<file path="config.mk">
export PLATFORM = sky130hd
export DESIGN_NAME = fnd_scan_ctrl_flat
export DESIGN_NICKNAME = d
export VERILOG_FILES = /design/src/rtl/fnd_pkg.sv /design/src/rtl/fnd_scan_ctrl_if.sv /design/src/rtl/fnd_hex_decode.sv /design/src/rtl/fnd_scan_ctrl.sv /design/src/flat_wrapper.sv
export SDC_FILE = /design/constraint.sdc
export NUM_CORES = 1
export LEC_CHECK = 0
export BUFFER_PORTS_ARGS = -buffer_cell sky130_fd_sc_hd__buf_2
export CAP_MARGIN = 40
export CORE_MARGIN = 8
export CORE_UTILIZATION = 50
export DETAILED_ROUTE_END_ITERATION = 8
export HOLD_SLACK_MARGIN = 0.12
export PLACE_DENSITY = 0.72
export SKIP_LAST_GASP = 1
export SLEW_MARGIN = 40
export SYNTH_ARGS = -nofsm -noshare
export SYNTH_HDL_FRONTEND = slang
export SYNTH_SLANG_ARGS = --single-unit
</file>
<file path="constraint.sdc">
create_clock -name CLK -period 6.6 [get_ports CLK]
set_input_delay 0.66 -clock CLK [delete_from_list [all_inputs] [get_ports CLK]]
set_output_delay 0.66 -clock CLK [all_outputs]
set_load 0.05 [all_outputs]
</file>
<file path="src/rtl/fnd_pkg.sv">
// fnd_pkg: shared 7-segment constants and the hex glyph table (gfedcba, active-high)
package fnd_pkg;
  localparam int SEG_A = 0;
  localparam int SEG_B = 1;
  localparam int SEG_C = 2;
  localparam int SEG_D = 3;
  localparam int SEG_E = 4;
  localparam int SEG_F = 5;
  localparam int SEG_G = 6;
  localparam int SEG_DP = 7;
  localparam logic [7:0] SEG_OFF = 8'h00;
  localparam logic [6:0] HEX_SEG [16] = '{
    7'h3F, 7'h06, 7'h5B, 7'h4F, 7'h66, 7'h6D, 7'h7D, 7'h07,
    7'h7F, 7'h6F, 7'h77, 7'h7C, 7'h39, 7'h5E, 7'h79, 7'h71
  };
endpackage

</file>
<file path="src/rtl/fnd_scan_ctrl_if.sv">
// fnd_scan_ctrl_if: application-side load bus plus the FND_COM/FND_DATA pin bundle
interface fnd_scan_ctrl_if #(parameter int N_DIGITS = 4);
  logic LOAD;
  logic [4*N_DIGITS-1:0] DIGITS;
  logic [N_DIGITS-1:0] DP;
  logic [N_DIGITS-1:0] BLANK;
  logic [N_DIGITS-1:0] BLINK;
  logic [3:0] BRIGHT;
  logic [N_DIGITS-1:0] FND_COM;
  logic [7:0] FND_DATA;
  logic FRAME_SYNC;
  modport master (
    output LOAD, DIGITS, DP, BLANK, BLINK, BRIGHT,
    input FND_COM, FND_DATA, FRAME_SYNC
  );
  modport slave (
    input LOAD, DIGITS, DP, BLANK, BLINK, BRIGHT,
    output FND_COM, FND_DATA, FRAME_SYNC
  );
endinterface

</file>
<file path="src/rtl/fnd_hex_decode.sv">
// fnd_hex_decode: combinational nibble to 7-segment pattern (gfedcba, active-high)
module fnd_hex_decode
  import fnd_pkg::*;
(
  input logic [3:0] nib,
  output logic [6:0] seg
);
  assign seg = HEX_SEG[nib];
endmodule

</file>
<file path="src/rtl/fnd_scan_ctrl.sv">
// fnd_scan_ctrl: N-digit multiplexed FND scanner with double-buffered load, blank/blink/dp and anti-ghost slot.
// Define FND_BRIGHT_EN to add 16-step brightness PWM within each dwell.
module fnd_scan_ctrl
  import fnd_pkg::*;
#(
  parameter int N_DIGITS = 4,
  parameter int DWELL_CYC = 6000,
  parameter int BLINK_FRAMES = 250,
  parameter bit COM_ACTIVE_LOW = 1'b1,
  parameter bit SEG_ACTIVE_LOW = 1'b0
) (
  input logic CLK,
  input logic RESET,
  fnd_scan_ctrl_if.slave bus
);
  localparam int CW = $clog2(DWELL_CYC);
  localparam int IW = N_DIGITS > 1 ? $clog2(N_DIGITS) : 1;
  localparam int BW = BLINK_FRAMES > 1 ? $clog2(BLINK_FRAMES) : 1;
  typedef struct packed {
    logic [4*N_DIGITS-1:0] dig;
    logic [N_DIGITS-1:0] dp;
    logic [N_DIGITS-1:0] blank;
    logic [N_DIGITS-1:0] blink;
  } disp_t;
  localparam disp_t DISP_RST = '{dig: '0, dp: '0, blank: '1, blink: '0};
  localparam logic [N_DIGITS-1:0] COM_OFF = COM_ACTIVE_LOW ? '1 : '0;
  localparam logic [7:0] DATA_OFF = SEG_ACTIVE_LOW ? ~SEG_OFF : SEG_OFF;
  logic [CW-1:0] cnt;
  logic [IW-1:0] idx;
  logic [BW-1:0] bcnt;
  logic ph, pend, wrap, bnd, bend, ghost, dark, duty_ok;
  disp_t sh, act, ld;
  logic [6:0] hseg;
  logic [N_DIGITS-1:0] com_n, com_q;
  logic [7:0] seg_n, data_q;
  logic fs_q;
  fnd_hex_decode u_dec (.nib(act.dig[4*idx +: 4]), .seg(hseg));
`ifdef FND_BRIGHT_EN
  logic [3:0] bright;
  always_ff @(posedge CLK) begin
    if (!RESET) bright <= 4'hF;
    else if (bnd) bright <= bus.BRIGHT;
  end
  assign duty_ok = int'(cnt) / (DWELL_CYC / 16) <= int'(bright);
`else
  logic unused_bright;
  assign unused_bright = ^bus.BRIGHT;
  assign duty_ok = 1'b1;
`endif
  always_comb begin
    wrap = cnt == CW'(DWELL_CYC - 1);
    bnd = wrap && idx == IW'(N_DIGITS - 1);
    bend = bcnt == BW'(BLINK_FRAMES - 1);
    ghost = cnt == '0;
    dark = act.blank[idx] | (act.blink[idx] & ~ph);
    com_n = ghost ? '0 : N_DIGITS'(1) << idx;
    seg_n = (ghost || dark || !duty_ok) ? SEG_OFF : {act.dp[idx], hseg};
    ld = '{dig: bus.DIGITS, dp: bus.DP, blank: bus.BLANK, blink: bus.BLINK};
  end
  // shadow->active happens only on the frame boundary so a frame never mixes two loads
  always_ff @(posedge CLK) begin
    if (!RESET) begin
      cnt <= '0;
      idx <= '0;
      bcnt <= '0;
      ph <= 1'b1;
      pend <= 1'b0;
      sh <= DISP_RST;
      act <= DISP_RST;
      com_q <= COM_OFF;
      data_q <= DATA_OFF;
      fs_q <= 1'b0;
    end else begin
      cnt <= wrap ? '0 : cnt + 1'b1;
      if (wrap) idx <= idx == IW'(N_DIGITS - 1) ? '0 : idx + 1'b1;
      if (bus.LOAD) sh <= ld;
      if (bnd && pend) act <= sh;
      pend <= bus.LOAD || (pend && !bnd);
      if (bnd) bcnt <= bend ? '0 : bcnt + 1'b1;
      if (bnd && bend) ph <= ~ph;
      com_q <= COM_ACTIVE_LOW ? ~com_n : com_n;
      data_q <= SEG_ACTIVE_LOW ? ~seg_n : seg_n;
      fs_q <= ghost && idx == '0;
    end
  end
  assign bus.FND_COM = com_q;
  assign bus.FND_DATA = data_q;
  assign bus.FRAME_SYNC = fs_q;
endmodule
</file>
<file path="src/flat_wrapper.sv">
// flat-port wrapper written by rule: the top's interface ports become plain ports
module fnd_scan_ctrl_flat import fnd_pkg::*;
#(
  parameter int N_DIGITS = 4,
  parameter int DWELL_CYC = 6000,
  parameter int BLINK_FRAMES = 250,
  parameter bit COM_ACTIVE_LOW = 1'b1,
  parameter bit SEG_ACTIVE_LOW = 1'b0
)
  (CLK, RESET, bus_LOAD, bus_DIGITS, bus_DP, bus_BLANK, bus_BLINK, bus_BRIGHT, bus_FND_COM, bus_FND_DATA, bus_FRAME_SYNC);
  fnd_scan_ctrl_if #(.N_DIGITS(N_DIGITS)) bus_i ();
  input logic CLK;
  input logic RESET;
  input wire logic [$bits(bus_i.LOAD)-1:0] bus_LOAD;
  input wire logic [$bits(bus_i.DIGITS)-1:0] bus_DIGITS;
  input wire logic [$bits(bus_i.DP)-1:0] bus_DP;
  input wire logic [$bits(bus_i.BLANK)-1:0] bus_BLANK;
  input wire logic [$bits(bus_i.BLINK)-1:0] bus_BLINK;
  input wire logic [$bits(bus_i.BRIGHT)-1:0] bus_BRIGHT;
  output wire logic [$bits(bus_i.FND_COM)-1:0] bus_FND_COM;
  output wire logic [$bits(bus_i.FND_DATA)-1:0] bus_FND_DATA;
  output wire logic [$bits(bus_i.FRAME_SYNC)-1:0] bus_FRAME_SYNC;
  assign bus_i.LOAD = bus_LOAD;
  assign bus_i.DIGITS = bus_DIGITS;
  assign bus_i.DP = bus_DP;
  assign bus_i.BLANK = bus_BLANK;
  assign bus_i.BLINK = bus_BLINK;
  assign bus_i.BRIGHT = bus_BRIGHT;
  assign bus_FND_COM = bus_i.FND_COM;
  assign bus_FND_DATA = bus_i.FND_DATA;
  assign bus_FRAME_SYNC = bus_i.FRAME_SYNC;
  fnd_scan_ctrl #(.N_DIGITS(N_DIGITS), .DWELL_CYC(DWELL_CYC), .BLINK_FRAMES(BLINK_FRAMES), .COM_ACTIVE_LOW(COM_ACTIVE_LOW), .SEG_ACTIVE_LOW(SEG_ACTIVE_LOW)) u_core (.CLK(CLK), .RESET(RESET), .bus(bus_i));
endmodule
</file>
; ---- Word level (Yosys, flattened, before mapping)
; Memories as Yosys holds them, arrays and structs flattened. A register that Yosys moved wholly into a read port is not among the register bits.
; Cells that the tools add are included.
[word_totals]
regBits = 94
romBits = 112
output_inout_bits = 13
wordCells = 56
memories = 1
[classes]
add_sub_neg = 3
magnitude_cmp = 2
n_eq_ne = 3
shift = 2
n_mux = 11
bitwise_logic = 6
reduce_logical = 12
[mem_list]
columns = name, words, word_bits, read_ports, rd_clocked_by_memory_dff, write_ports, line
row1 = (name not given), 16, 7, 1, 1, 0, fnd_hex_decode.sv:8  ; assign seg = HEX_SEG[nib];
[ops]
columns = cell, count
row1 = 16-bit by 5-bit variable part select with 4-bit output, 1
row2 = 7-bit 2-to-1 mux, 2
row3 = "13-bit by 1-bit adder with 13-bit output, second input constant", 1
row4 = "13-bit == test, second input constant", 1
row5 = 13-bit zero test, 1
row6 = "8-bit by 1-bit adder with 8-bit output, second input constant", 1
row7 = "8-bit == test, second input constant", 1
row8 = 8-bit 2-to-1 mux, 1
row9 = 1-bit binary-select mux with 2-bit select, 3
row10 = "5-bit >= comparator, second input constant", 1
row11 = 1-bit logical AND, 5
row12 = 4-bit inverter with 5-bit output, 1
row13 = 4-bit 2-to-1 mux, 1
row14 = 4-bit inverter, 1
row15 = 2-bit OR reduction, 2
row16 = "1-bit by 2-bit << shifter with 4-bit output, first input constant", 1
row17 = "2-bit by 3-bit < comparator with 1-bit output, second input constant", 1
row18 = 1-bit 2-to-1 mux, 3
row19 = "2-bit by 1-bit adder with 2-bit output, second input constant", 1
row20 = "2-bit == test, second input constant", 1
row21 = 2-bit zero test, 1
row22 = 1-bit logical OR, 2
row23 = 2-bit 2-to-1 mux, 1
row24 = 1-bit inverter, 2
row25 = other kinds (3), 3

; ---- Logic depth before layout (Yosys ltp)
[depth]
depth_word = 6
mapped_depth = 9
ltp_nobuf = 7

; ---- By module
; A second synthesis with hierarchy kept.
[unflattened]
cells_unflattened = 431
area_unflattened_um2 = 4042.6
[modules_own_cells]
columns = module, instances, cells_per_inst, area_each_um2, seq_area_each_um2
row1 = fnd_scan_ctrl, 1, 398, 3752.3, 1881.8
row2 = fnd_hex_decode, 1, 33, 290.3, 0.0

; ---- Least setup slack after synthesis
; OpenSTA, ideal clock, no wires.
[synth_timing]
kind = reg-to-reg
from = register u_core.idx[0]
to = register u_core.data_q[0] (netlist: u_core.bus.FND_DATA[0])
setup_ns = 0.095
arrival_ns = 2.134
t_required_ns = 6.505
slack_ns = 4.370
stages_incl_launch_ff = 9
synth_period_minus_slack_ns = 2.230
cell_sequence = dfxtp_1 buf_6 buf_2 mux4_2 ha_1 nor3b_1 a211o_1 o31ai_1 a221oi_1
[synth_via]
elab_chain_cells = 6
word_cells_on_any_way = 10
cone_classes = shift: 1 / mux: 4 / bitwise: 3 / reduce/logical: 2
[synth_lines]
columns = element, line
row1 = start: declaration, fnd_scan_ctrl.sv:29  ; logic [IW-1:0] idx;
row2 = start signal: assignment, fnd_scan_ctrl.sv:75  ; if (wrap) idx <= idx == IW'(N_DIGITS - 1) ? '0 : idx + 1'b1;
row3 = 1-bit binary-select mux with 2-bit select, fnd_scan_ctrl.sv:55  ; dark = act.blank[idx] | (act.blink[idx] & ~ph);
row4 = 1-bit 2-to-1 mux (not written as such), fnd_scan_ctrl.sv:55
row5 = 1-bit AND, fnd_scan_ctrl.sv:55
row6 = 1-bit bitwise OR, fnd_scan_ctrl.sv:55
row7 = 1-bit logical OR, fnd_scan_ctrl.sv:57  ; seg_n = (ghost || dark || !duty_ok) ? SEG_OFF : {act.dp[idx], hseg};
row8 = 2-bit OR reduction (no line), -
row9 = end: declaration, fnd_scan_ctrl.sv:35  ; logic [7:0] seg_n, data_q;
; Parallel ways exist; a longest one is shown, timed or not. The select of a mux whose other input is x is not followed.
; A chain may end at the register's enable or synchronous reset.

; ---- Worst setup path after layout
[layout_timing]
from = input port RESET
to = register u_core.data_q[2] (netlist: u_core.bus.FND_DATA[2])
[layout_via]
elab_chain_cells = 2
[layout_lines]
columns = element, line
row1 = start: declaration, flat_wrapper.sv:13  ; input logic RESET;
row2 = 1-bit inverter (no line), -
row3 = 2-bit OR reduction (no line), -
; No other way between the ends.

==> results.md <==
* Slowest stage delay, CP at between 0.4 and 0.5 ns
* Status: complete, no violations
* CTS clk-pin slew, worst paths at 0.09 ns
* # Post-CTS Setup Buffers at 0
* Crit Path Class: input port to flip-flop
* Gate count after technology mapping at ~450
* Worst setup endpoint: u_core.bus.FND_DATA[2]
* P&R area growth vs syn at 9.276%
* Crit path launch type: input port
* Synth Area in XOR/XNOR at about 2.2%
* Largest net degree at the start of global routing at 66
* Cells after DPL at 572
* Die Height at 108.8 um
* Worst flop-to-flop path endpoint: u_core.act[24]
* Critical Path RT at 6.85 ns
* Vias in the first global route at 3071
* Fin crit share at a little under two fifths
* # diodes at 0
* Crit path launch: RESET
* Initial antenna violation count at 0
* GRT Total Usage at 14.49%
* Post-synth net total at ~500
* Wire length per cell at roughly 14 um
* Hold WC Path Type: flip-flop to flip-flop
* Final Worst Setup Slack at ~4.2 ns
* Clock Sinks at 94
* DP Worst Slack at 3.762 ns
* Share of layout cells above drive strength 1 at 16.88%
* Post-synth ARST share at 0%
* Post-Syn Area at about 0.0043 mm2
* Sequential Power Share at between 50% and 60%
* Routed via count at between 3000 and 4000
* Compound-Gate Fraction of Synth Area at a little under a tenth
* Core Util, Final at 54.99%
* Reg2reg start: u_core.idx[1]
* Layout Cells excl Fill at 588
* CP endpoint kind: flip-flop
* Antenna viol nets, final at 0
* Maxcap violations at 0
* Switching share of total power at 24.46%
* Clock Power Share at 35.4%
* DRT Pass-1 Iters at 4
* Clk buf depth at 2
* Core area at about 0.0086 mm2
* Endpoints failing setup at 0
* Share of the synthesized area in the top cell type at ~44%
* Drt drc at 0
* Yosys warns at 0
* Avg Cell Area, Syn at approximately 9.6 um2
* Adder-cell share of the synthesized area at under 10%
* Initial drt markers at 117
* CTS tree: done
* Synth area leaders: dfxtp_1 (44%), mux2i_1 (13%), nand2_1 (5.8%)
* WHS at between 0.4 and 0.5 ns
* Post-layout min period at ~2.4 ns
* Post-CTS sizing at 0
* Final wirelength at between 8000 and 9000 um
* Later-pin clock latency in the skew report at approximately 0.36 ns
* CTS Hold Bufs at 0
* Unrepaired setup endpoints after global routing: no
* Post-synthesis mux area share at 17.65%
* Initial Utilization at 50.32%
* H-tree levels at 3
* Comb pwr share at under 10%
* EDFF count, synth at 0
* Die span in x at ~110 um
* Pwr Density at ~210 mW/mm2
* Pwr Total at 0.9977 mW
* Sequence of cells on the critical path: buf_4 -> inv_2 -> a41oi_1 -> nand2_1 -> a221oi_1
* HPWL Detailed at between 5000 and 6000 um
* Slowest-stage cell, CP: a41oi_1
* Post-Synth Simple-Gate Area at 17.51%
* Root Driver: clkbuf_8
* Worst Reg-to-Reg Cells at 5
* Area leader, netlist: dfxtp_1
* Routability Congestion at a little over 0.8
* CP max FO at between 60 and 70
* Setup TNS at 0 ns
* Slew @ Worst Pin at about 0.68 ns
* # IOs at 48
* Main synth FF type: dfxtp_1
* Synth cell types at 50
* Global-route wire length before repair at around 14000 um
* Num rows at 34
* Crit path DAT at 2.68 ns
* Slew margin rel. at 54.23%
* Leakage at around 1.9 nW
* Number of vias per cell at about 5.3
* Largest family of logic cells by synthesized area: multiplexers
* Switching pwr at 0.2440 mW
* Final instance area at approximately 0.0047 mm2
* Max Slew Vio Count at 0
* Die area at approximately 0.012 mm2
* Int Power at around 0.75 mW
* Hold Fails Final Rpt at 0
* Sequential area share after synthesis at between 40 and 50%
* NumNets Final at 525
* Yosys reg bits at between 90 and 100
* Worst Skew at 0.01565 ns
* Placed Area at between 0.004 and 0.005 mm2
* Port bufs at 43
* Peak supply drop at about 0.15 mV
* TritonCTS Buffers at 9
* Peak Freq at 411.7 MHz
* Total gr overflow at 0
* FF-to-FF setup slack at around 4.2 ns
[sequential cells by signal (all words and copies together), names as in the netlist]
| name | flops |
|---|---|
| u_core.sh | 28 |
| u_core.bus.FRAME_SYNC | 1 |
| u_core.bus.FND_DATA | 8 |
| u_core.cnt | 13 |
| u_core.idx | 2 |
| u_core.act | 28 |
| u_core.ph | 1 |
| u_core.pend | 1 |
| u_core.bus.FND_COM | 4 |
| u_core.bcnt | 8 |
[Yosys cell counts, drive strengths merged (3+ instances only)]
cell type,number
a211oi,3
o21ai,6
xor2,8
ha,15
nand2,67
mux4,7
nor3,8
mux2i,56
inv,20
dfxtp,94
nand4,6
a21oi,12
a221oi,4
clkbuf,14
o31ai,11
buf,16
mux2,3
or3,3
or4,5
nor2,43
nor2b,4
nand3,9
and3,4
xnor2,3
o311ai,4
o211ai,4
[critical path: cells and delay by family]
family | cells | cell delay [ns]
and+or+nand+nor | 1 | 0.32
buffers and inverters | 2 | 0.89
AOI/OAI and AO/OA | 2 | 0.79
[power groups by stage]
stage,Clock [mW],Sequential (mW),Combinational (mW)
after global placement,0,0.600,0.0560
after CTS,0.364,0.588,0.0580
after floorplan,0,0.603,0.0367
after detailed placement,0,0.601,0.0580
after global routing,0.390,0.590,0.0641
final,0.353,0.588,0.0571
[cells in the final DEF, fill, tap and decap left out, types with 2 or more instances in the layout]
master / count
a211oi_1: 3
a21oi_1: 12
a221oi_1: 2
a221oi_2: 2
and3_1: 4
and4_1: 2
buf_2: 41
buf_4: 4
clkbuf_8: 10
clkinv_4: 2
dfxtp_1: 93
ha_1: 15
inv_1: 19
inv_6: 2
mux2_4: 2
mux2i_1: 56
mux4_2: 7
nand2_1: 67
nand3_1: 9
nand4_1: 5
nor2_1: 43
nor2b_1: 3
nor3_1: 6
nor3b_1: 2
nor4_1: 2
o211ai_1: 4
o21a_1: 2
o21ai_0: 6
o221a_2: 2
o311ai_1: 4
o31ai_1: 10
or3_1: 3
or4_1: 5
xnor2_1: 3
xor2_1: 8
[routing by layer]
| layer | up-vias | GRT usage, % | part of all wire, % |
|---|---|---|---|
| met2 | 49 | 22.89 | 46 |
| met4 | 0 | 4.497 | 0.91 |
| met5 | - | 0 | 0 |
| met1 | 1468 | 18.29 | 49 |
| li1 | 1607 | - | - |
| met3 | 6 | 4.905 | 4.5 |
[kinds of logic (layout without fill, tap and decap cells)]
group / count (synthesis) / after routing
compound gates: 53 / 53
xor+xnor: 11 / 11
simple gates: 159 / 159
mux: 66 / 66
flops: 94 / 94
buf+inv: 51 / 82
fa+ha+maj: 15 / 15
[how the worst min path moves through the flow]
| stage | start | to | cells after the start |
|---|---|---|---|
| finish | u_core.act[17] | u_core.act[17] | 2 |
| global route | u_core.act[17] | u_core.act[17] | 2 |
| CTS | u_core.act[17] | u_core.act[17] | 2 |
| detailed placement | u_core.act[0] | u_core.act[0] | 2 |
| global placement | u_core.act[0] | u_core.act[0] | 2 |
| floorplan | u_core.act[10] | u_core.act[10] | 2 |
[cell type report]
class	count	area, um2
clock buffer	11	141.4
clock inverter	5	40.04
fill	795	3849
inverter	21	78.83
multi-input combinational	304	2188
sequential	94	1883
tap	108	135.1
timing repair buffer	45	235.2
Note: power is estimated with default switching activity, not from simulation.
